<file path="src/rtl/prog_freq_div_if.sv">
// Control/status bundle for prog_freq_div: run enable, ratio load request and divided outputs.
interface prog_freq_div_if #(
    parameter int unsigned WIDTH = 8
);
    logic             en;
    logic             load;
    logic [WIDTH-1:0] div_val;
    logic             load_ack;
    logic             load_err;
    logic             clk_out;
    logic             tick;

    modport master (
        output en, load, div_val,
        input  load_ack, load_err, clk_out, tick
    );

    modport slave (
        input  en, load, div_val,
        output load_ack, load_err, clk_out, tick
    );
endinterface

</file>
<file path="src/rtl/prog_freq_div.sv">
// Programmable integer clock-enable divider with boundary-synchronised ratio reload.
// Optional PROG_FREQ_DIV_ODD_DUTY50_EN adds a falling-edge stage for 50% duty on odd ratios.
module prog_freq_div #(
    parameter int unsigned WIDTH       = 8,
    parameter int unsigned DEFAULT_DIV = 4
) (
    input  logic           clk,
    input  logic           rst,
    prog_freq_div_if.slave bus_io
);

    typedef enum logic {StIdle, StRun} state_e;

    state_e           state_q, state_d;
    logic [WIDTH-1:0] cnt_q, cnt_d;
    logic [WIDTH-1:0] ratio_q, ratio_d;
    logic [WIDTH-1:0] pend_val_q, pend_val_d;
    logic             pend_q, pend_d;
    logic             phase_q, phase_d;
    logic             tick_q, tick_d;
    logic             ack_q, ack_d;
    logic             err_q, err_d;
    logic             wrap;
    logic             apply;
    logic [WIDTH:0]   high_len;

    always_comb begin
        state_d    = state_q;
        cnt_d      = cnt_q;
        ratio_d    = ratio_q;
        pend_val_d = pend_val_q;
        pend_d     = pend_q;
        tick_d     = 1'b0;
        ack_d      = 1'b0;
        err_d      = 1'b0;
        phase_d    = 1'b0;
        apply      = 1'b0;
        high_len   = '0;
        wrap       = (cnt_q == ratio_q - WIDTH'(1));

        unique case (state_q)
            StIdle:  apply = pend_q;
            StRun:   apply = pend_q & bus_io.en & wrap;
            default: apply = 1'b0;
        endcase

        if (apply) begin
            ratio_d = pend_val_q;
            pend_d  = 1'b0;
            ack_d   = 1'b1;
        end

        if (!bus_io.en) begin
            state_d = StIdle;
            cnt_d   = '0;
        end else if (state_q == StIdle) begin
            state_d = StRun;
            cnt_d   = '0;
        end else begin
            cnt_d = wrap ? '0 : cnt_q + WIDTH'(1);
        end

        // A load on the wrap edge lands after the apply above, so it waits for the next wrap.
        if (bus_io.load) begin
            if (bus_io.div_val >= WIDTH'(2)) begin
                pend_val_d = bus_io.div_val;
                pend_d     = 1'b1;
            end else begin
                err_d = 1'b1;
            end
        end

`ifdef PROG_FREQ_DIV_ODD_DUTY50_EN
        high_len = {1'b0, ratio_d >> 1};
`else
        high_len = ({1'b0, ratio_d} + 1'b1) >> 1;
`endif
        tick_d  = bus_io.en && (cnt_d == '0);
        phase_d = bus_io.en && ({1'b0, cnt_d} < high_len);
    end

    always_ff @(posedge clk or posedge rst) begin
        if (rst) begin
            state_q    <= StIdle;
            cnt_q      <= '0;
            ratio_q    <= WIDTH'(DEFAULT_DIV);
            pend_val_q <= '0;
            pend_q     <= 1'b0;
            phase_q    <= 1'b0;
            tick_q     <= 1'b0;
            ack_q      <= 1'b0;
            err_q      <= 1'b0;
        end else begin
            state_q    <= state_d;
            cnt_q      <= cnt_d;
            ratio_q    <= ratio_d;
            pend_val_q <= pend_val_d;
            pend_q     <= pend_d;
            phase_q    <= phase_d;
            tick_q     <= tick_d;
            ack_q      <= ack_d;
            err_q      <= err_d;
        end
    end

`ifdef PROG_FREQ_DIV_ODD_DUTY50_EN
    logic neg_q;

    // Half-cycle extension of the high phase, only for odd ratios.
    always_ff @(negedge clk or posedge rst) begin
        if (rst) begin
            neg_q <= 1'b0;
        end else begin
            neg_q <= phase_q & ratio_q[0];
        end
    end

    assign bus_io.clk_out = phase_q | (neg_q & (state_q == StRun));
`else
    assign bus_io.clk_out = phase_q;
`endif

    assign bus_io.tick     = tick_q;
    assign bus_io.load_ack = ack_q;
    assign bus_io.load_err = err_q;

endmodule

</file>
<file path="src/flat_wrapper.sv">
// flat-port wrapper written by rule: the top's interface ports become plain ports
module prog_freq_div_flat 
#(
    parameter int unsigned WIDTH       = 8,
    parameter int unsigned DEFAULT_DIV = 4
)
  (clk, rst, bus_io_en, bus_io_load, bus_io_div_val, bus_io_load_ack, bus_io_load_err, bus_io_clk_out, bus_io_tick);
  prog_freq_div_if #(.WIDTH(WIDTH)) bus_io_i ();
  input  logic clk;
  input  logic rst;
  input wire logic [$bits(bus_io_i.en)-1:0] bus_io_en;
  input wire logic [$bits(bus_io_i.load)-1:0] bus_io_load;
  input wire logic [$bits(bus_io_i.div_val)-1:0] bus_io_div_val;
  output wire logic [$bits(bus_io_i.load_ack)-1:0] bus_io_load_ack;
  output wire logic [$bits(bus_io_i.load_err)-1:0] bus_io_load_err;
  output wire logic [$bits(bus_io_i.clk_out)-1:0] bus_io_clk_out;
  output wire logic [$bits(bus_io_i.tick)-1:0] bus_io_tick;
  assign bus_io_i.en = bus_io_en;
  assign bus_io_i.load = bus_io_load;
  assign bus_io_i.div_val = bus_io_div_val;
  assign bus_io_load_ack = bus_io_i.load_ack;
  assign bus_io_load_err = bus_io_i.load_err;
  assign bus_io_clk_out = bus_io_i.clk_out;
  assign bus_io_tick = bus_io_i.tick;
  prog_freq_div #(.WIDTH(WIDTH), .DEFAULT_DIV(DEFAULT_DIV)) u_core (.clk(clk), .rst(rst), .bus_io(bus_io_i));
endmodule
</file>
<file path="config.mk">
export PLATFORM = sky130hd
export DESIGN_NAME = prog_freq_div_flat
export DESIGN_NICKNAME = d
export VERILOG_FILES = /design/src/rtl/prog_freq_div_if.sv /design/src/rtl/prog_freq_div.sv /design/src/flat_wrapper.sv
export SDC_FILE = /design/constraint.sdc
export NUM_CORES = 1
export LEC_CHECK = 0
export BUFFER_PORTS_ARGS = -buffer_cell sky130_fd_sc_hd__buf_2
export CAP_MARGIN = 5
export CORE_MARGIN = 2
export CORE_UTILIZATION = 46
export CTS_CLUSTER_DIAMETER = 150
export CTS_CLUSTER_SIZE = 24
export DETAILED_ROUTE_END_ITERATION = 16
export PLACE_DENSITY = 0.69
export SLEW_MARGIN = 20
export SYNTH_ARGS = -nofsm -noshare
export SYNTH_HDL_FRONTEND = slang
export SYNTH_SLANG_ARGS = --single-unit
</file>
<file path="constraint.sdc">
create_clock -name clk -period 5.7 [get_ports clk]
set_input_delay 0.855 -clock clk [delete_from_list [all_inputs] [get_ports clk]]
set_output_delay 0.855 -clock clk [all_outputs]
set_load 0.02 [all_outputs]
</file>
; After elaboration in Yosys (flattened, before gate mapping)
; Cells that the tools add are included.
[word_totals]
regBits = 30
in_bits = 12
[classes]
n_addsub = 3
magnitude_cmp = 2
n_eq_ne = 1
muxes = 12
n_bitwise = 3
n_reduce_logical = 4
[ops]
columns = op, n
row1 = 8-bit 2-to-1 mux, 4
row2 = "8-bit by 1-bit adder with 9-bit output, second input constant", 1
row3 = "8-bit by 1-bit adder with 8-bit output, second input constant", 1
row4 = 8-bit == test, 1
row5 = "8-bit by 2-bit greater-or-equal comparator with 1-bit output, second input constant", 1
row6 = 8-bit zero test, 1
row7 = 8-bit < comparator, 1
row8 = "8-bit by 1-bit subtractor with 8-bit output, second input constant", 1
row9 = 1-bit 2-to-1 mux, 7
row10 = 1-bit bitwise AND, 2
row11 = 1-bit logical AND, 2
row12 = 1-bit one-hot mux with 2 select lines, 1
row13 = 2-bit AND reduction, 1
row14 = 1-bit NOT, 1

; Logic depth before layout (Yosys ltp)
[depth]
depth_word = 8
depth_mapped = 21
ltp_nobuf = 20

; Worst setup path after synthesis
; OpenSTA, ideal clock, no wires.
[synth_path]
path_type = register to register
startpoint = register u_core.ratio_q[0]
endpoint = register u_core.phase_q (netlist: u_core.bus_io.clk_out)
arrival_ps = 4050
setup_slack_ps = 1555
path_stages_with_launch = 22
path_buffers = 1
cell_sequence = dfrtp_1 inv_1 ha_1 xor2_1 nand2_1 nor4b_4 a41oi_2 buf_6 mux2_4 ha_1 nand3_1 nor2_1 xnor2_1 nand2_1 o21ai_1 ha_1 nand4_1 o21ai_0 or3_1 or4_1 o22a_1 o31ai_1
[synth_via]
elab_chain_len = 8
[synth_rtl]
columns = element, line
row1 = start: declaration, prog_freq_div.sv:16  ; logic [WIDTH-1:0] ratio_q, ratio_d;
row2 = start signal: assignment, prog_freq_div.sv:86  ; ratio_q <= WIDTH'(DEFAULT_DIV);
row3 = start signal: assignment, prog_freq_div.sv:96  ; ratio_q <= ratio_d;
row4 = 8-bit by 1-bit subtractor with 8-bit output, prog_freq_div.sv:39  ; wrap = (cnt_q == ratio_q - WIDTH'(1));
row5 = 8-bit == test, prog_freq_div.sv:39
row6 = 1-bit bitwise AND, prog_freq_div.sv:43  ; StRun: apply = pend_q & bus_io.en & wrap;
row7 = 1-bit one-hot mux with 2 select lines, prog_freq_div.sv:41  ; unique case (state_q)
row8 = 8-bit 2-to-1 mux *, prog_freq_div.sv:47  ; if (apply) begin
row9 = via u_core.ratio_d[0], prog_freq_div.sv:16
row10 = 8-bit by 1-bit adder with 9-bit output *, prog_freq_div.sv:76  ; high_len = ({1'b0, ratio_d} + 1'b1) >> 1;
row11 = 8-bit < comparator *, prog_freq_div.sv:79  ; phase_d = bus_io.en && ({1'b0, cnt_d} < high_len);
row12 = 1-bit logical AND *, prog_freq_div.sv:79
row13 = via u_core.phase_d, prog_freq_div.sv:19  ; logic phase_q, phase_d;
row14 = end signal: assignment, prog_freq_div.sv:99  ; phase_q <= phase_d;
row15 = end: declaration, prog_freq_div.sv:19
; The timed path passes the listed nets; every way through them passes the cells marked *.
; A chain may end at the register's enable or synchronous reset.

; Worst setup path in the final report
[layout_path]
startpoint = register u_core.ratio_q[0]
endpoint = register u_core.phase_q (netlist: u_core.bus_io.clk_out)
[layout_via]
elab_chain_len = 8
[layout_rtl]
columns = element, line
row1 = 8-bit by 1-bit subtractor with 8-bit output, prog_freq_div.sv:39
row2 = 8-bit == test, prog_freq_div.sv:39
row3 = 1-bit bitwise AND, prog_freq_div.sv:43
row4 = 1-bit one-hot mux with 2 select lines, prog_freq_div.sv:41
row5 = 8-bit 2-to-1 mux, prog_freq_div.sv:47
row6 = via u_core.ratio_d[1], prog_freq_div.sv:16
row7 = 8-bit by 1-bit adder with 9-bit output, prog_freq_div.sv:76
row8 = 8-bit < comparator, prog_freq_div.sv:79
row9 = 1-bit logical AND, prog_freq_div.sv:79
row10 = via u_core.phase_d, prog_freq_div.sv:19
; The timed path passes the listed nets, and every way through them passes these cells.

==> flow_summary_export.csv <==
group,metric,value,unit
run_status,status,"completed",
clock_tree,post_cts_resized,0,
synth,syn_area,2053,sq um
worst_hold_path,min_from,"u_core.pend_val_q[6]",
placement,port_buffers,15,
synth,synth.largest_area_cell,"dfrtp_1",
synth,synth_ff_type,"dfrtp_1",
routing,avgRoutedWirePerCell,13.99,um
routing,drc,0,
placement,pre_cts_slack,1.260,ns
clock_tree,path_clk_slew,0.06,ns
grt,grt_use_total,17.62,%
die,num_rows,24,
power,finalPower,628.1,uW
worst_setup_path,arrival,4.65,ns
sta,setup_viol,0,
die,start_util,47.48,%
clock_tree,clock_latency,0.29,ns
grt,grt_start_max_net_pins,31,
worst_hold_path,hp-class,"reg2reg",
clock_tree,clockBufferDepth,2,
worst_setup_path,critPathKind,"reg2reg",
clock_tree,cts_made_buffers,5,
routing,drtIter0Drc,51,
clock_tree,ctsHoldBuffers,0,
finish,layout-drive-gt1-share,19.38,%
grt,grt_pass1_wl,6851,um
placement,post-place-cells,271,
sta,fin_setup_tns,0,ns
routing,final_antenna_net_count,0,
synth,synth-async-reset-ratio,100.0,%
worst_setup_path,cp_slowest_stage_delay,0.46,ns
synth,synthTopCellsByCount,"nand2_1 (30), dfrtp_1 (29), nor2_1 (19)",
synth,yosys_register_bits,30,
clock_tree,htreeDepth,2,
sta,finClkSkew,0.003618,ns
routing,via_per_inst,5.283,
synth,ys_types,49,
worst_setup_path,crit_slowest_cell,"dfrtp_1",
synth,synth_area_per_cell,9.640,sq um
grt,antenna_found_initial,0,
finish,filler_cell_count,430,
synth,synth_seq_area_share,36.62,%
synth,yosysWarnings,0,
finish,area_growth,8.471,%
power,p_leak,0.001010,uW
power,p_per_area,282.0,nW/um^2
worst_hold_path,hold_depth,2,
sta,hold_slack,0.5127,ns
placement,dp_hpwl,3053,um
job,maxCapViolCount,0,
worst_hold_path,worstHoldEndpoint,"u_core.pend_val_q[6]",
die,dieArea,5014,sq um
synth,synth.most_common_cell,"nand2_1",
worst_setup_path,reg2reg_depth,20,
clock_tree,cts_setup_buffers,0,
finish,finalNonFillerCells,279,
worst_setup_path,startpoint_type,"flop",
routing,wl,3903,um
worst_setup_path,r2r_setup_slack,1.24,ns
sta,worst_pin_slew,0.4330,ns
worst_setup_path,crit_fanout,6,
finish,multi_input_area,1187,sq um
sta,maxSlewHeadroom,71.07,%
sta,fin_ws,1.238,ns
routing,first_pass_iters,4,
clock_tree,cts_num_sinks,30,
synth,synth_edf_count,0,
die,die_w,70.81,um
clock_tree,cts_root_buf,"clkbuf_8",
die,pin_count,16,
sta,rsz0062_at_grt,"no",
die,fp.dieH,70.81,um
clock_tree,cts_tree,"done",
power,ir_drop,0.1726,mV
die,coreArea,4324,sq um
finish,seqCellArea,752.0,sq um
sta,fmax,0.2241,GHz
worst_setup_path,crit_top_cell,"ha_1",
finish,final_nets,248,
grt,grt-ovfl-total,0,
sta,post-route-period-util,78.28,%
synth,synth_nets,235,
grt,grt_pass1_vias,1439,
sta,slew_violations,0,
synth,syn-instance-count,213,
worst_setup_path,cp_cell_sequence,"inv_1, ha_1, xor2_1, nand2_1, nor4b_4, a41oi_2, mux2_4, ha_1, nand3_1, nor2_1, xnor2_1, nand2_1, o21ai_1, ha_1, nand4_1, o21ai_0, or3_1, or4_1, o22a_1, o31ai_1",
synth,synth_top_area_share,35.34,%
worst_setup_path,cp.required,5.89,ns
sta,hold_violations,0,
finish,insertedDiodeCount,0,
worst_setup_path,r2r_start,"u_core.ratio_q[0]",
routing,num_vias,1474,
worst_setup_path,crit_path_end_kind,"flop",
worst_setup_path,r2r_end,"u_core.bus_io.clk_out",
sta,fin_crit,4.462,ns
placement,place.gp.congestion,0.7731,
synth,synth_area_leaders,"dfrtp_1 (35%), xnor2_1 (7.3%), ha_1 (6.1%)",
-- worst max-delay path by stage --
stage	startpoint	endpoint	slack, ns
after floorplan	u_core.ratio_q[0]	u_core.bus_io.clk_out	1.55
after global placement	u_core.ratio_q[0]	u_core.bus_io.clk_out	1.36
after detailed placement	u_core.ratio_q[0]	u_core.bus_io.clk_out	1.26
after CTS	u_core.ratio_q[0]	u_core.bus_io.clk_out	1.24
after global routing	u_core.ratio_q[0]	u_core.bus_io.clk_out	0.88
final	u_core.ratio_q[0]	u_core.bus_io.clk_out	1.24
-- report_power, final --
group	internal (uW)	switching (uW)	leakage, uW
registers	236	37.5	0.000375
logic	87.3	90.9	0.000587
clock network	97.2	79.7	0.0000482
-- metrics by stage --
stage | utilization (%) | area, sq um
after floorplan | - | 2053
after global placement | 49.39 | 2136
after detailed placement | 49.39 | 2136
after CTS | 51.50 | 2227
after global routing | 51.50 | 2227
final | 51.50 | 2227
-- logic make-up after synthesis --
logic type               count (synthesis)  share of synthesized area [%]
AO/OA/AOI/OAI                           29                          11.09
XOR/XNOR                                28                          13.04
adder cells (fa/ha/maj)                 10                          6.094
buffers and inverters                   22                          5.545
flip-flops                              30                          36.62
multiplexers                             9                          6.399
AND/OR/NAND/NOR                         85                          21.21
-- cells in the final DEF (no fill, tap or decap), drive strengths merged, types with 2 or more instances in the layout --
master	synthesis	layout
or3	2	2
inv	11	11
clkbuf	3	7
nand2	30	30
o31ai	2	2
a21oi	5	5
nand4	3	3
a31oi	2	2
nor2b	2	2
and2	2	2
dfrtp	29	29
mux2	9	9
or4	2	2
xnor2	20	20
a211oi	2	2
nor3	4	4
nor4	2	2
a41oi	2	2
buf	8	17
xor2	8	8
and3	2	2
o21ai	7	7
nor2	19	19
ha	10	10
nand3	12	12
-- sequential cells by signal, indices dropped and copies added, names as in the netlist --
signal                  flops
u_core.cnt_q                8
u_core.bus_io.load_ack      1
u_core.state_q              1
u_core.bus_io.load_err      1
u_core.bus_io.tick          1
u_core.bus_io.clk_out       1
u_core.pend_q               1
u_core.ratio_q              8
u_core.pend_val_q           8
-- cell type report --
class                   count  share of cell area (%)
multi-input cells         161                   53.31
flip-flops and latches     30                   33.76
repair buffers             17                   4.045
clock buffers               7                   3.876
well taps                  52                   2.921
inverters                  11                   1.854
clock inverters             1                  0.2247
-- critical path: cells and delay by family (launching register included) --
family	cells	cell delay, ns
compound gates	5	0.72
xor+xnor	2	0.30
fa+ha+maj	3	0.81
buf+inv	1	0.09
flops	1	0.46
mux	1	0.29
simple gates	8	1.71
-- layer usage --
metal,GRT usage [%],vias up,wire (um)
met2,26.58,23,1767
met1,23.98,679,1922
met5,0,-,0
met4,8.805,0,95
li1,-,760,-
met3,3.846,12,117
(Power assumes the default switching activity.)
